### config.mk
export PLATFORM = sky130hd
export DESIGN_NAME = bluetooth_uart_link
export DESIGN_NICKNAME = d
export VERILOG_FILES = /design/src/rtl/bluetooth_uart_link.sv
export SDC_FILE = /design/constraint.sdc
export NUM_CORES = 1
export LEC_CHECK = 0
export BUFFER_PORTS_ARGS = -buffer_cell sky130_fd_sc_hd__buf_2
export CORE_MARGIN = 2
export CORE_UTILIZATION = 33
export CTS_CLUSTER_SIZE = 30
export DETAILED_ROUTE_END_ITERATION = 12
export PLACE_DENSITY = 0.56
export SLEW_MARGIN = 30
export SYNTH_ARGS = -nofsm -noshare
export SYNTH_HDL_FRONTEND = slang
export SYNTH_SLANG_ARGS = --single-unit
### constraint.sdc
create_clock -name clk -period 2.2 [get_ports clk]
set_input_delay 0.55 -clock clk [delete_from_list [all_inputs] [get_ports clk]]
set_output_delay 0.55 -clock clk [all_outputs]
set_load 0.02 [all_outputs]
### src/rtl/bluetooth_uart_link.sv
// UART endpoint of a Bluetooth-module link: sends a short fixed message framed 8N1 on tx
// and reports every well-framed byte received on rx. The transmitter and receiver run independently.
module bluetooth_uart_link #(
  parameter int unsigned CLKS_PER_BIT = 434,
  parameter logic [63:0] MSG          = {"Z", "Z", "Z", "Z", "Z", "C", "B", "A"},
  parameter logic [7:0]  MSG_VALID    = 8'b0000_0111
) (
  input  logic       clk,
  input  logic       reset,
  output logic       tx,
  input  logic       rx,
  output logic [7:0] rx_byte,
  output logic       rx_valid,
  output logic       frame_err,
  output logic [3:0] rx_count,
  output logic       tx_done
);

  localparam int CNT_W = (CLKS_PER_BIT > 1) ? $clog2(CLKS_PER_BIT) : 1;
  localparam logic [CNT_W-1:0] BIT_LAST  = CNT_W'(CLKS_PER_BIT - 1);
  localparam logic [CNT_W-1:0] HALF_LAST = CNT_W'(CLKS_PER_BIT / 2 - 1);
  localparam logic [CNT_W-1:0] CNT_ONE   = CNT_W'(1);

  typedef enum logic [2:0] {
    TX_IDLE,
    TX_SCAN,
    TX_START,
    TX_DATA,
    TX_STOP,
    TX_DONE
  } tx_state_t;

  typedef enum logic [2:0] {
    RX_IDLE,
    RX_START,
    RX_DATA,
    RX_STOP,
    RX_RECOVER
  } rx_state_t;

  logic [7:0] msg_table [8];

  for (genvar gi = 0; gi < 8; gi++) begin : g_msg
    assign msg_table[gi] = MSG[8*gi +: 8];
  end

  // ---------------------------------------------------------------- transmitter
  tx_state_t        tx_state_q;
  logic [3:0]       tx_idx_q;
  logic [3:0]       tx_idx_d;
  logic [CNT_W-1:0] tx_cnt_q;
  logic [2:0]       tx_bit_q;
  logic [7:0]       tx_shift_q;
  logic             tx_q;
  logic             tx_done_q;
  logic             tx_bit_end;

  assign tx_idx_d   = tx_idx_q + 4'd1;
  assign tx_bit_end = (tx_cnt_q == BIT_LAST);

  // tx is registered: it changes on the edge that enters a state, so every state
  // holds the line for exactly CLKS_PER_BIT cycles and SCAN contributes one idle cycle.
  always_ff @(posedge clk) begin
    if (!reset) begin
      tx_state_q <= TX_IDLE;
      tx_idx_q   <= 4'd0;
      tx_cnt_q   <= '0;
      tx_bit_q   <= 3'd0;
      tx_shift_q <= 8'h00;
      tx_q       <= 1'b1;
      tx_done_q  <= 1'b0;
    end else begin
      case (tx_state_q)
        TX_IDLE: begin
          tx_q       <= 1'b1;
          tx_state_q <= TX_SCAN;
        end
        TX_SCAN: begin
          if (tx_idx_q[3]) begin
            tx_done_q  <= 1'b1;
            tx_state_q <= TX_DONE;
          end else if (!MSG_VALID[tx_idx_q[2:0]]) begin
            tx_idx_q <= tx_idx_d;
          end else begin
            tx_shift_q <= msg_table[tx_idx_q[2:0]];
            tx_cnt_q   <= '0;
            tx_q       <= 1'b0;
            tx_state_q <= TX_START;
          end
        end
        TX_START: begin
          if (tx_bit_end) begin
            tx_cnt_q   <= '0;
            tx_bit_q   <= 3'd0;
            tx_q       <= tx_shift_q[0];
            tx_state_q <= TX_DATA;
          end else begin
            tx_cnt_q <= tx_cnt_q + CNT_ONE;
          end
        end
        TX_DATA: begin
          if (tx_bit_end) begin
            tx_cnt_q <= '0;
            if (tx_bit_q == 3'd7) begin
              tx_q       <= 1'b1;
              tx_state_q <= TX_STOP;
            end else begin
              tx_bit_q   <= tx_bit_q + 3'd1;
              tx_shift_q <= {1'b0, tx_shift_q[7:1]};
              tx_q       <= tx_shift_q[1];
            end
          end else begin
            tx_cnt_q <= tx_cnt_q + CNT_ONE;
          end
        end
        TX_STOP: begin
          if (tx_bit_end) begin
            tx_cnt_q   <= '0;
            tx_idx_q   <= tx_idx_d;
            tx_state_q <= TX_SCAN;
          end else begin
            tx_cnt_q <= tx_cnt_q + CNT_ONE;
          end
        end
        TX_DONE: begin
          tx_q      <= 1'b1;
          tx_done_q <= 1'b1;
        end
        default: begin
          tx_q       <= 1'b1;
          tx_state_q <= TX_IDLE;
        end
      endcase
    end
  end

  // ---------------------------------------------------------------- receiver
  rx_state_t        rx_state_q;
  logic             rx_meta_q;
  logic             rx_sync_q;
  logic [CNT_W-1:0] rx_cnt_q;
  logic [2:0]       rx_bit_q;
  logic [7:0]       rx_shift_q;
  logic [7:0]       rx_byte_q;
  logic             rx_valid_q;
  logic             frame_err_q;
  logic [3:0]       rx_count_q;
  logic [3:0]       rx_count_d;
  logic             rx_bit_end;

  assign rx_count_d = (rx_count_q == 4'd15) ? 4'd15 : rx_count_q + 4'd1;
  assign rx_bit_end = (rx_cnt_q == BIT_LAST);

  // Synchronizer presets to idle-high so a reset release never looks like a start bit.
  always_ff @(posedge clk) begin
    if (!reset) begin
      rx_meta_q <= 1'b1;
      rx_sync_q <= 1'b1;
    end else begin
      rx_meta_q <= rx;
      rx_sync_q <= rx_meta_q;
    end
  end

  always_ff @(posedge clk) begin
    if (!reset) begin
      rx_state_q  <= RX_IDLE;
      rx_cnt_q    <= '0;
      rx_bit_q    <= 3'd0;
      rx_shift_q  <= 8'h00;
      rx_byte_q   <= 8'h00;
      rx_valid_q  <= 1'b0;
      frame_err_q <= 1'b0;
      rx_count_q  <= 4'd0;
    end else begin
      rx_valid_q  <= 1'b0;
      frame_err_q <= 1'b0;
      case (rx_state_q)
        RX_IDLE: begin
          if (!rx_sync_q) begin
            rx_cnt_q   <= '0;
            rx_state_q <= RX_START;
          end
        end
        RX_START: begin
          // Recheck at mid start bit; a line already back high was a glitch.
          if (rx_cnt_q == HALF_LAST) begin
            rx_cnt_q <= '0;
            rx_bit_q <= 3'd0;
            if (rx_sync_q) begin
              rx_state_q <= RX_IDLE;
            end else begin
              rx_state_q <= RX_DATA;
            end
          end else begin
            rx_cnt_q <= rx_cnt_q + CNT_ONE;
          end
        end
        RX_DATA: begin
          if (rx_bit_end) begin
            rx_cnt_q   <= '0;
            rx_shift_q <= {rx_sync_q, rx_shift_q[7:1]};
            if (rx_bit_q == 3'd7) begin
              rx_state_q <= RX_STOP;
            end else begin
              rx_bit_q <= rx_bit_q + 3'd1;
            end
          end else begin
            rx_cnt_q <= rx_cnt_q + CNT_ONE;
          end
        end
        RX_STOP: begin
          if (rx_bit_end) begin
            rx_cnt_q <= '0;
            if (rx_sync_q) begin
              rx_byte_q  <= rx_shift_q;
              rx_valid_q <= 1'b1;
              rx_count_q <= rx_count_d;
              rx_state_q <= RX_IDLE;
            end else begin
              frame_err_q <= 1'b1;
              rx_state_q  <= RX_RECOVER;
            end
          end else begin
            rx_cnt_q <= rx_cnt_q + CNT_ONE;
          end
        end
        RX_RECOVER: begin
          if (rx_sync_q) begin
            rx_state_q <= RX_IDLE;
          end
        end
        default: begin
          rx_state_q <= RX_IDLE;
        end
      endcase
    end
  end

  assign tx        = tx_q;
  assign tx_done   = tx_done_q;
  assign rx_byte   = rx_byte_q;
  assign rx_valid  = rx_valid_q;
  assign frame_err = frame_err_q;
  assign rx_count  = rx_count_q;

endmodule

Word level (Yosys, flattened, before mapping)
Memory sizes are Yosys's and may differ from the RTL's. A register that Yosys moved wholly into a read port is not among the register bits. Index checks and enable logic that the tools add are counted.

Register bits: 68. Memory bits (read-only): 72. Input bits: 3. Memories kept: 2.

Memories: (name not given) (words 8, bits a word 8, rd ports 1, clocked after Yosys merged registers in 0, write ports 0, line 85) `tx_shift_q <= msg_table[tx_idx_q[2:0]];`; (name not given) (words 8, bits a word 1, rd ports 1, clocked after Yosys merged registers in 1, write ports 0, line 82) `end else if (!MSG_VALID[tx_idx_q[2:0]]) begin`.

$add $sub $neg: 6. Magnitude comparators: 2. Eq/ne operators: 32. Multiplexer cells: 57. Bitwise gates (word level): 3. Reduce and logical (&&, ||, !) cells: 25.

Operator list (count): 2-to-1 mux 3 bit (21); 2-to-1 mux 9 bit (6); 2-to-1 mux 8 bit (6); != test 2 bit, second input constant (16); one-hot mux 9 bit (3 select lines) (1); adder 9 x 1 -> 9 bit, second input constant (2); == test 9 bit, second input constant (2); one-hot mux 3 bit (6 select lines) (1); one-hot mux 9 bit (2 select lines) (1); 2-to-1 mux 4 bit (4); one-hot mux 8 bit (2 select lines) (1); == test 3 bit, second input constant (5); one-hot mux 3 bit (5 select lines) (1); == test 3 x 2 -> 1 bit, second input constant (4); one-hot mux 3 bit (2 select lines) (2); AND reduction 4 bit (3); AND reduction 6 bit (2); nonzero test 2 bit (6); AND reduction 5 bit (2); == test 9 x 8 -> 1 bit, second input constant (1); 2-to-1 mux 1 bit (9); AND reduction 3 bit (3); adder 4 x 1 -> 4 bit, second input constant (2); one-hot mux 4 bit (2 select lines) (1); other kinds (16) (23).

Logic depth before layout (Yosys ltp)
Gate-level depths: netlist (run 1).

Word-level depth: 7. Mapped depth: 8. Mapped depth without buffers: 7.

Worst setup path before layout (run 1)
OpenSTA, ideal clock, no wires.

Kind: flip-flop to flip-flop. Start point: register rx_cnt_q[0]. End point: register rx_state_q[0]. Arrival time: 1.713 ns. Data required time: 2.133 ns. Setup slack: 0.420 ns. Cell stages (with the launch flop): 8. Buffers on the path: 0. Clock period less this slack: 1.780 ns. Path through: dfxtp_1 inv_1 ha_1 or4b_4 o21bai_4 o211ai_4 or3_1 a21oi_2.

Word-level cells in the longest chain between the ends: 3.

RTL lines: start, declared (line 141) `logic [CNT_W-1:0] rx_cnt_q;`; start signal, assigned (line 196) `rx_cnt_q <= rx_cnt_q + CNT_ONE;`; start signal, assigned (line 209) `rx_cnt_q <= rx_cnt_q + CNT_ONE;`; start signal, assigned (line 225) `rx_cnt_q <= rx_cnt_q + CNT_ONE;`; == test 9 x 8 -> 1 bit / == test 9 bit (equally long branches) (line 187, 152); != test 2 bit (no line); AND reduction 6 bit (no line) (*); end signal, assigned (line 182) `rx_state_q <= RX_START;`; end signal, assigned (line 191) `rx_state_q <= RX_IDLE;`; end signal, assigned (line 193) `rx_state_q <= RX_DATA;`; end, declared (line 138) `rx_state_t rx_state_q;`.

Mark *: on every way between the ends. The rest lies on a longest branch, timed or not. A chain may end at the register's enable or synchronous reset.

Worst setup path after layout (run 1)
Start point: register rx_cnt_q[0]. End point: register rx_count_q[3] (netlist: rx_count[3]).

Word-level cells in the longest chain between the ends: 2.

RTL lines: == test 9 bit (line 152) `assign rx_bit_end = (rx_cnt_q == BIT_LAST);`; AND reduction 3 bit (no line); end signal, assigned (line 218) `rx_count_q <= rx_count_d;`; end, declared (line 147) `logic [3:0] rx_count_q;`.

No other way between the ends.

==> impl_results.html, run 1 <==
<table>
<tr><th>Metric</th><th>Value</th></tr>
<tr><th colspan="2">Outcome</th></tr>
<tr><td>Outcome</td><td>complete, no violations</td></tr>
<tr><th colspan="2">Yosys</th></tr>
<tr><td>Cell type contributing the most total cell area after synthesis</td><td>sky130_fd_sc_hd__dfxtp_1</td></tr>
<tr><td>Number of unique standard cell types used by synthesis</td><td>62</td></tr>
<tr><td>Top_reg_cell synth</td><td>sky130_fd_sc_hd__dfxtp_1</td></tr>
<tr><td>Post-synthesis area per instance</td><td>8.324 um2</td></tr>
<tr><td>Warnings from Yosys</td><td>0</td></tr>
<tr><td>Async SR Flop Fraction</td><td>0%</td></tr>
<tr><td>Synth top area share</td><td>between 40% and 50%</td></tr>
<tr><td>Post-synth EDFFs</td><td>0</td></tr>
<tr><td>Share of synthesized area occupied by flip-flops and latches</td><td>about two fifths</td></tr>
<tr><td>Synth Register Bits</td><td>68</td></tr>
<tr><td>Cell types occupying the most area after synthesis</td><td>sky130_fd_sc_hd__dfxtp_1 41%, sky130_fd_sc_hd__nand2_1 6.2%, sky130_fd_sc_hd__a21oi_1 5.6%</td></tr>
<tr><td>Post-synth net total</td><td>~420</td></tr>
<tr><td>Cell count after synthesis</td><td>400</td></tr>
<tr><td>Netlist area before placement</td><td>around 0.0033 mm2</td></tr>
<tr><th colspan="2">Clocking</th></tr>
<tr><td>Buffer type at the clock tree root</td><td>sky130_fd_sc_hd__clkbuf_8</td></tr>
<tr><td>Hold buffer count at CTS</td><td>0</td></tr>
<tr><td>Clock tree from TritonCTS</td><td>yes</td></tr>
<tr><td>CTS buffer count</td><td>9</td></tr>
<tr><td>Sink Count</td><td>between 60 and 70</td></tr>
<tr><td>Cells resized by post-CTS repair</td><td>0</td></tr>
<tr><td>Number of levels in the clock H-tree</td><td>3</td></tr>
<tr><td>Maximum clock insertion buffer count</td><td>2</td></tr>
<tr><td>Clock-pin slew reported for the worst setup and hold paths after clock tree synthesis</td><td>0.09 ns</td></tr>
<tr><td>Post CTS Setup Buffer Count</td><td>0</td></tr>
<tr><td>Latest clock arrival within the worst-skew pair</td><td>around 0.35 ns</td></tr>
<tr><th colspan="2">Floorplan</th></tr>
<tr><td>Boundary pin count</td><td>19</td></tr>
<tr><td>Initial standard-cell utilization of the core</td><td>about a third</td></tr>
<tr><td>Chip width</td><td>104.4 um</td></tr>
<tr><td>Die Ht</td><td>104.4 um</td></tr>
<tr><td>Area of the core</td><td>roughly 0.0098 mm2</td></tr>
<tr><td>Total Die Area</td><td>between 0.01 and 0.015 mm2</td></tr>
<tr><td>Floorplan row count</td><td>36</td></tr>
<tr><th colspan="2">Timing</th></tr>
<tr><td>Final TNS setup</td><td>0 ns</td></tr>
<tr><td>Unrepaired setup endpoints after global routing</td><td>no</td></tr>
<tr><td>Peak Freq</td><td>524.2 MHz</td></tr>
<tr><td>Count of endpoints failing hold in the final timing report</td><td>0</td></tr>
<tr><td>Slew at the pin with the worst max-slew slack</td><td>0.5292 ns</td></tr>
<tr><td>Share of the clock period used by the worst path</td><td>between 80% and 90%</td></tr>
<tr><td>Max-slew violation count</td><td>0</td></tr>
<tr><td>Clock skew</td><td>between 0.009 and 0.01 ns</td></tr>
<tr><td>Minimum clock period after layout</td><td>between 1.5 and 2 ns</td></tr>
<tr><td>Final setup vio count</td><td>0</td></tr>
<tr><td>Worst slew slack as a fraction of its limit</td><td>64.72%</td></tr>
<tr><td>Final-layout worst hold slack</td><td>approximately 0.38 ns</td></tr>
<tr><th colspan="2">Layout</th></tr>
<tr><td>Layout net count</td><td>439</td></tr>
<tr><td>Core Util, Final</td><td>about two fifths</td></tr>
<tr><td>Post-synthesis to final-layout area growth</td><td>14.21%</td></tr>
<tr><td>Final cell count without fillers</td><td>around 560</td></tr>
<tr><td>Antenna cells</td><td>0</td></tr>
<tr><td>Cell area after layout</td><td>~0.0038 mm2</td></tr>
<tr><td>Ratio of cells with drive above 1 in the final layout</td><td>~15%</td></tr>
<tr><th colspan="2">Drt</th></tr>
<tr><td>Vias/cell</td><td>roughly 5</td></tr>
<tr><td>Number of remaining DRC errors</td><td>0</td></tr>
<tr><td>Initial DRC Count</td><td>slightly above 90</td></tr>
<tr><td>Number of nets with antenna violations after routing</td><td>0</td></tr>
<tr><td>Post-detailed-route wirelength per cell</td><td>approximately 12 um</td></tr>
<tr><td>Wire length reported by the detailed router</td><td>approximately 7.0 mm</td></tr>
<tr><td>TritonRoute pass-1 iters</td><td>4</td></tr>
<tr><td>Via count</td><td>2,798</td></tr>
<tr><th colspan="2">Placed design</th></tr>
<tr><td>Post-DP HPWL</td><td>between 4 and 5 mm</td></tr>
<tr><td>Count of placed standard cells including taps</td><td>545</td></tr>
<tr><td>Routability congestion estimate</td><td>0.7951</td></tr>
<tr><td>Placed instance area</td><td>around 0.0036 mm2</td></tr>
<tr><td>Port-buffer cells</td><td>18</td></tr>
<tr><th colspan="2">Pwr</th></tr>
<tr><td>Leak</td><td>roughly 1.4 nW</td></tr>
<tr><td>Maximum vdd ir drop</td><td>0.4275 mV</td></tr>
<tr><td>Pint</td><td>2.136 mW</td></tr>
<tr><td>Share of power burned in registers</td><td>44.6%</td></tr>
<tr><td>Power per cell area</td><td>roughly 830 mW/mm2</td></tr>
<tr><td>Net load switching power</td><td>1.012 mW</td></tr>
<tr><td>Switching Fraction</td><td>roughly a third</td></tr>
<tr><td>Logic gate share of total power</td><td>a little over a fifth</td></tr>
<tr><td>Clock network fraction of design power</td><td>approximately 34%</td></tr>
<tr><th colspan="2">GRT</th></tr>
<tr><td>Initial antenna violation count</td><td>0</td></tr>
<tr><td>Grt total ovfl</td><td>0</td></tr>
<tr><td>Total global-route track usage</td><td>around 14%</td></tr>
<tr><td>Number of global-route vias before repair</td><td>2,664</td></tr>
<tr><td>Wire length of the first global-routing pass</td><td>12.45 mm</td></tr>
<tr><td>Pin count of the biggest net entering global routing</td><td>25</td></tr>
<tr><th colspan="2">Min path</th></tr>
<tr><td>HP Start</td><td>rx</td></tr>
<tr><td>Kind of path behind the tightest hold check</td><td>in -&gt; reg</td></tr>
<tr><th colspan="2">Worst setup path</th></tr>
<tr><td>Cell family with the largest share of critical-path delay</td><td>simple AND/OR/NAND/NOR gates</td></tr>
<tr><td>Critical path launch point type</td><td>flip-flop</td></tr>
<tr><td>Critical path start-end classification</td><td>reg -&gt; reg</td></tr>
<tr><td>Source of the worst register-to-register timing path</td><td>rx_cnt_q[0]</td></tr>
<tr><td>Largest fanout of any net on the critical path</td><td>14</td></tr>
<tr><td>Crit path largest cell delay</td><td>0.60 ns</td></tr>
<tr><td>Number of buffers and inverters on the critical path</td><td>0</td></tr>
<tr><td>Cell type of the slowest stage on the worst timing path</td><td>sky130_fd_sc_hd__or3_1</td></tr>
<tr><td>Top cell by count, worst path</td><td>sky130_fd_sc_hd__nor2_1</td></tr>
<tr><td>Required arrival time at the worst endpoint</td><td>between 2 and 2.5 ns</td></tr>
<tr><td>Worst Path Arrival</td><td>~2.2 ns</td></tr>
<tr><td>Cells along the critical path</td><td>ha_1 -&gt; nand4b_1 -&gt; or3_1 -&gt; nor2_1 -&gt; nor2_1 -&gt; a211oi_1</td></tr>
<tr><td>Critical path endpoint category</td><td>flip-flop</td></tr>
<tr><td>Crit path launch</td><td>rx_cnt_q[0]</td></tr>
<tr><th colspan="2">Flow run</th></tr>
<tr><td>Number of violations of the max-capacitance limit</td><td>0</td></tr>
</table>
-- synth_stat cells (all sizes together), types with 2 or more instances --
master  instances
dfxtp          68
nand2          55
nor2           42
a21oi          39
nand3          24
clkbuf         16
o21ai          15
ha             13
inv            10
nor3           10
a31oi           8
mux2i           7
nand2b          7
nor2b           6
o211ai          6
xnor2           6
a211oi          5
nand4           5
and4            4
buf             4
or3             4
and3            3
xor2            3
a211o           2
a21o            2
a22oi           2
a311oi          2
a32oi           2
and2            2
nand4b          2
nor3b           2
nor4            2
o22ai           2
o31ai           2
or2             2
-- per-stage QoR --
step / power [mW] / setup WS, ns
2_1_floorplan: 1.904 / 0.4199
3_3_place_gp: 2.118 / 0.3182
3_5_place_dp: 2.119 / 0.2864
4_1_cts: 3.182 / 0.2707
5_1_grt: 3.339 / 0.09006
6_report: 3.148 / 0.2925
-- flip-flops by register name (all words and copies together), names as in the netlist, 3 cells and up, named ones only --
| name | count |
|---|---|
| rx_byte | 8 |
| rx_shift_q | 8 |
| tx_idx_q | 4 |
| tx_bit_q | 3 |
| rx_state_q | 3 |
| tx_state_q | 3 |
| tx_cnt_q | 9 |
| tx_shift_q | 7 |
| rx_bit_q | 3 |
| rx_count | 4 |
| rx_cnt_q | 9 |
-- power groups by stage --
stage | clock network, mW | logic [mW] | registers, mW
after global routing | 1.15 | 0.776 | 1.42
after CTS | 1.09 | 0.692 | 1.40
after floorplan | 0 | 0.513 | 1.39
after global placement | 0 | 0.685 | 1.43
after detailed placement | 0 | 0.689 | 1.43
final | 1.06 | 0.688 | 1.40
-- routing by layer --
layer	global-route usage, %	routed length (um)	up-vias
met3	3.885	170	12
met1	17.81	3482	1290
met2	22.08	3250	25
met5	0	0	-
li1	-	-	1471
met4	4.923	90	0
-- layout make-up --
| type | instances | area (um2) |
|---|---|---|
| Tap cell | 133 | 166.4 |
| Sequential cell | 68 | 1361 |
| Fill cell | 1018 | 5972 |
| Timing Repair Buffer | 32 | 195.2 |
| Clock inverter | 7 | 75.07 |
| Clock buffer | 9 | 123.9 |
| Multi-Input combinational cell | 302 | 1843 |
| Inverter | 10 | 37.54 |
-- worst paths after layout --
check	endpoint	slack, ns	cells past startpoint
min reg2reg	rx_sync_q	0.42	1
min	rx_meta_q	0.38	2
max	rx_count[3]	0.29	6
max reg2reg	rx_count[3]	0.29	6
-- kinds of logic (layout without fill, tap and decap cells) --
logic type	after synthesis	count (layout)	share of synthesized area [%]
AO/OA/AOI/OAI	97	97	19.43
multiplexers	7	7	2.105
buffers and inverters	30	58	3.758
AND/OR/NAND/NOR	176	176	26.57
flip-flops	68	68	40.89
XOR/XNOR	9	9	2.368
adder cells (fa/ha/maj)	13	13	4.886
-- layout by cell type (no fill, tap or decap), drive strengths merged, types with 2 or more instances in the layout --
| cell | instances |
|---|---|
| nor2b | 6 |
| clkinv | 5 |
| mux2i | 7 |
| a311oi | 2 |
| ha | 13 |
| o211ai | 6 |
| nor3b | 2 |
| a31oi | 8 |
| or2 | 2 |
| a32oi | 2 |
| o22ai | 2 |
| or3 | 4 |
| and3 | 3 |
| a211o | 2 |
| o21ai | 15 |
| nor4 | 2 |
| a211oi | 5 |
| o31ai | 2 |
| a21oi | 39 |
| nor2 | 42 |
| xnor2 | 6 |
| dfxtp | 68 |
| nand2 | 55 |
| clkbuf | 9 |
| nor3 | 10 |
| xor2 | 3 |
| buf | 32 |
| and4 | 4 |
| nand4 | 5 |
| nand4b | 2 |
| nand2b | 7 |
| and2 | 2 |
| nand3 | 24 |
| inv | 11 |
| a21o | 2 |
| a22oi | 2 |
Note: power is estimated with default switching activity, not from simulation.
==> inputs of run 2 (changes only) <==
- ABC_AREA: unset -> 1
==> impl_results.html, run 2 <==
<table>
<tr><th>Metric</th><th>Value</th></tr>
<tr><th colspan="2">GRT</th></tr>
<tr><td>Total global-route track usage</td><td>about 13%</td></tr>
<tr><td>Pin count of the biggest net entering global routing</td><td>22</td></tr>
<tr><td>Wire length of the first global-routing pass</td><td>approximately 12 mm</td></tr>
<tr><td>Grt total ovfl</td><td>0</td></tr>
<tr><td>Initial antenna violation count</td><td>0</td></tr>
<tr><td>Number of global-route vias before repair</td><td>between 2,000 and 3,000</td></tr>
<tr><th colspan="2">Placed design</th></tr>
<tr><td>Routability congestion estimate</td><td>approximately 0.84</td></tr>
<tr><td>Port-buffer cells</td><td>18</td></tr>
<tr><td>Post-DP HPWL</td><td>slightly below 5 mm</td></tr>
<tr><td>Placed instance area</td><td>0.003575 mm2</td></tr>
<tr><td>Count of placed standard cells including taps</td><td>between 500 and 600</td></tr>
<tr><th colspan="2">Yosys</th></tr>
<tr><td>Async SR Flop Fraction</td><td>0%</td></tr>
<tr><td>Synth Register Bits</td><td>68</td></tr>
<tr><td>Cell type contributing the most total cell area after synthesis</td><td>sky130_fd_sc_hd__dfxtp_1</td></tr>
<tr><td>Cell count after synthesis</td><td>about 440</td></tr>
<tr><td>Number of unique standard cell types used by synthesis</td><td>42</td></tr>
<tr><td>Commonest cells post-synth</td><td>82 x sky130_fd_sc_hd__nand2_1, 68 x sky130_fd_sc_hd__dfxtp_1, 47 x sky130_fd_sc_hd__nor2_1, 46 x sky130_fd_sc_hd__inv_1, 36 x sky130_fd_sc_hd__a21oi_1</td></tr>
<tr><td>Cell types occupying the most area after synthesis</td><td>sky130_fd_sc_hd__dfxtp_1 41%, sky130_fd_sc_hd__nand2_1 9.2%, sky130_fd_sc_hd__a21oi_1 5.4%</td></tr>
<tr><td>Top-count cell post-synth</td><td>sky130_fd_sc_hd__nand2_1</td></tr>
<tr><td>Post-synthesis area per instance</td><td>roughly 7.5 um2</td></tr>
<tr><td>Post-synth net total</td><td>~460</td></tr>
<tr><td>Share of synthesized area occupied by flip-flops and latches</td><td>40.79%</td></tr>
<tr><td>Post-synth EDFFs</td><td>0</td></tr>
<tr><td>Synth top area share</td><td>slightly above 40%</td></tr>
<tr><td>Top_reg_cell synth</td><td>sky130_fd_sc_hd__dfxtp_1</td></tr>
<tr><td>Warnings from Yosys</td><td>0</td></tr>
<tr><td>Netlist area before placement</td><td>0.003337 mm2</td></tr>
<tr><th colspan="2">Layout</th></tr>
<tr><td>Cell area after layout</td><td>0.003799 mm2</td></tr>
<tr><td>Ratio of cells with drive above 1 in the final layout</td><td>between 15 and 20%</td></tr>
<tr><td>Antenna cells</td><td>0</td></tr>
<tr><td>Layout net count</td><td>~480</td></tr>
<tr><td>Filler instances</td><td>between 1,000 and 1,500</td></tr>
<tr><td>Most frequent cells in the layout</td><td>82 x sky130_fd_sc_hd__nand2_1, 68 x sky130_fd_sc_hd__dfxtp_1, 47 x sky130_fd_sc_hd__nor2_1</td></tr>
<tr><td>Core Util, Final</td><td>38.86%</td></tr>
<tr><td>Most frequent standard cell in the layout excluding fill and tap cells</td><td>sky130_fd_sc_hd__nand2_1</td></tr>
<tr><td>Final cell count without fillers</td><td>605</td></tr>
<tr><td>Largest registers</td><td>rx_cnt_q (9), tx_cnt_q (9)</td></tr>
<tr><td>Post-synthesis to final-layout area growth</td><td>13.84%</td></tr>
<tr><th colspan="2">Clocking</th></tr>
<tr><td>Post CTS Setup Buffer Count</td><td>0</td></tr>
<tr><td>Latest clock arrival within the worst-skew pair</td><td>approximately 0.34 ns</td></tr>
<tr><td>Sink Count</td><td>68</td></tr>
<tr><td>Clock tree from TritonCTS</td><td>yes</td></tr>
<tr><td>Hold buffer count at CTS</td><td>0</td></tr>
<tr><td>Cells resized by post-CTS repair</td><td>0</td></tr>
<tr><td>CTS buffer count</td><td>9</td></tr>
<tr><td>Buffer type at the clock tree root</td><td>sky130_fd_sc_hd__clkbuf_8</td></tr>
<tr><td>Clock-pin slew reported for the worst setup and hold paths after clock tree synthesis</td><td>roughly 0.08 ns</td></tr>
<tr><td>Number of levels in the clock H-tree</td><td>3</td></tr>
<tr><td>Maximum clock insertion buffer count</td><td>2</td></tr>
<tr><th colspan="2">Worst setup path</th></tr>
<tr><td>Largest fanout of any net on the critical path</td><td>19</td></tr>
<tr><td>Critical path start-end classification</td><td>reg -&gt; reg</td></tr>
<tr><td>Critical path launch point type</td><td>flip-flop</td></tr>
<tr><td>Critical path endpoint category</td><td>flip-flop</td></tr>
<tr><td>Required arrival time at the worst endpoint</td><td>2.42 ns</td></tr>
<tr><td>Worst Path Arrival</td><td>2.08 ns</td></tr>
<tr><th colspan="2">Floorplan</th></tr>
<tr><td>Initial standard-cell utilization of the core</td><td>34.14%</td></tr>
<tr><td>Area of the core</td><td>between 0.009 and 0.01 mm2</td></tr>
<tr><td>Chip width</td><td>around 100 um</td></tr>
<tr><td>Boundary pin count</td><td>19</td></tr>
<tr><td>Floorplan row count</td><td>36</td></tr>
<tr><td>Total Die Area</td><td>0.01093 mm2</td></tr>
<tr><td>Die Ht</td><td>about 100 um</td></tr>
<tr><th colspan="2">Timing</th></tr>
<tr><td>Share of the clock period used by the worst path</td><td>84.15%</td></tr>
<tr><td>Max-slew violation count</td><td>0</td></tr>
<tr><td>Final TNS setup</td><td>0 ns</td></tr>
<tr><td>Minimum clock period after layout</td><td>1.851 ns</td></tr>
<tr><td>Clock skew</td><td>~0.0099 ns</td></tr>
<tr><td>Final setup vio count</td><td>0</td></tr>
<tr><td>Peak Freq</td><td>540.1 MHz</td></tr>
<tr><td>Worst slew slack as a fraction of its limit</td><td>roughly 76%</td></tr>
<tr><td>Slew at the pin with the worst max-slew slack</td><td>between 0.3 and 0.4 ns</td></tr>
<tr><td>Count of endpoints failing hold in the final timing report</td><td>0</td></tr>
<tr><td>Unrepaired setup endpoints after global routing</td><td>no</td></tr>
<tr><th colspan="2">Pwr</th></tr>
<tr><td>Power per cell area</td><td>between 1000 and 1500 mW/mm2</td></tr>
<tr><td>Overall power consumption</td><td>3.888 mW</td></tr>
<tr><td>Switching Fraction</td><td>between 30 and 40%</td></tr>
<tr><td>Leak</td><td>between 1.5 and 2 nW</td></tr>
<tr><td>Logic gate share of total power</td><td>31.2%</td></tr>
<tr><td>Share of power burned in registers</td><td>39.4%</td></tr>
<tr><td>Clock network fraction of design power</td><td>~29%</td></tr>
<tr><td>Maximum vdd ir drop</td><td>roughly 0.35 mV</td></tr>
<tr><td>Pint</td><td>2.463 mW</td></tr>
<tr><td>Net load switching power</td><td>1.424 mW</td></tr>
<tr><th colspan="2">Drt</th></tr>
<tr><td>Number of nets with antenna violations after routing</td><td>0</td></tr>
<tr><td>Vias/cell</td><td>about 4.6</td></tr>
<tr><td>Post-detailed-route wirelength per cell</td><td>between 10 and 15 um</td></tr>
<tr><td>Wire length reported by the detailed router</td><td>roughly 6.6 mm</td></tr>
<tr><td>Number of remaining DRC errors</td><td>0</td></tr>
<tr><td>Initial DRC Count</td><td>110</td></tr>
<tr><td>Via count</td><td>about 2,800</td></tr>
<tr><td>TritonRoute pass-1 iters</td><td>4</td></tr>
<tr><th colspan="2">Flow run</th></tr>
<tr><td>Number of violations of the max-capacitance limit</td><td>0</td></tr>
<tr><th colspan="2">Outcome</th></tr>
<tr><td>Outcome</td><td>complete, no violations</td></tr>
<tr><th colspan="2">Min path</th></tr>
<tr><td>Kind of path behind the tightest hold check</td><td>in -&gt; reg</td></tr>
</table>
run 2: cell types whose count changed in the layout (fill, tap and decap cells not counted), sizes merged, moves of 7 or more:
cell,before,now
nand2b,7,0
inv,11,58
nor2,42,56
mux2i,7,0
o21ai,15,44
nand2,55,90
buf,32,20
run 2: worst max-delay path, cell delays in order (launching register included):
cell and delay [ns]:
sky130_fd_sc_hd__dfxtp_1 0.41, sky130_fd_sc_hd__ha_1 0.17, sky130_fd_sc_hd__nand2_1 0.05, sky130_fd_sc_hd__nor3_1 0.13
sky130_fd_sc_hd__nand2_1 0.24, sky130_fd_sc_hd__nor2_4 0.36, sky130_fd_sc_hd__inv_1 0.14, sky130_fd_sc_hd__nor3_1 0.19
sky130_fd_sc_hd__nor2_1 0.06
run 2: per-stage QoR:
step	hold slack [ns]	setup WS, ns
after CTS	0.3716	0.3267
after global placement	0.3968	0.4764
after global routing	0.3797	0.06371
after floorplan	0.3925	0.7089
after detailed placement	0.4006	0.3427
final	0.3917	0.3486
run 2: power by group through the flow:
| stage | sequential, mW | clock, mW | combinational, mW |
|---|---|---|---|
| after floorplan | 1.54 | 0 | 0.984 |
| after global placement | 1.55 | 0 | 1.21 |
| after detailed placement | 1.56 | 0 | 1.22 |
| after CTS | 1.53 | 1.19 | 1.22 |
| after global routing | 1.56 | 1.24 | 1.39 |
| final | 1.53 | 1.14 | 1.21 |
run 2: path summary, 6_finish.rpt:
kind | startpoint | end | slack [ns] | cells past startpoint
min | rx | rx_meta_q | 0.39 | 2
max | rx_cnt_q[0] | rx_count[1] | 0.35 | 8
max reg2reg | rx_cnt_q[0] | rx_count[1] | 0.35 | 8
min reg2reg | rx_meta_q | rx_sync_q | 0.42 | 1
run 2: cell families after synthesis:
logic type / Yosys count / synth area share, %
and+or+nand+nor: 194 / 28.20
AOI/OAI and AO/OA: 96 / 16.54
DFF: 68 / 40.80
buffers and inverters: 64 / 7.499
adders and majority gates: 13 / 4.875
xor gates and xnor gates: 8 / 2.100
run 2: layout make-up:
| type | count | area (um2) | share of cell area (%) |
|---|---|---|---|
| Clock buffer | 10 | 137.6 | 3.623 |
| Clock inverter | 6 | 86.33 | 2.273 |
| Inverter | 57 | 216.5 | 5.698 |
| Multi-Input combinational cell | 311 | 1725 | 45.42 |
| Sequential cell | 68 | 1361 | 35.84 |
| Tap cell | 133 | 166.4 | 4.381 |
| Timing Repair Buffer | 20 | 105.1 | 2.767 |
run 2: metal layers:
metal	vias up	GRT usage [%]	part of all wire, %
li1	1500	-	-
met1	1259	16.57	50
met2	43	20.92	46
met3	4	3.868	3.3
met4	0	3.185	0.58
met5	-	0	0
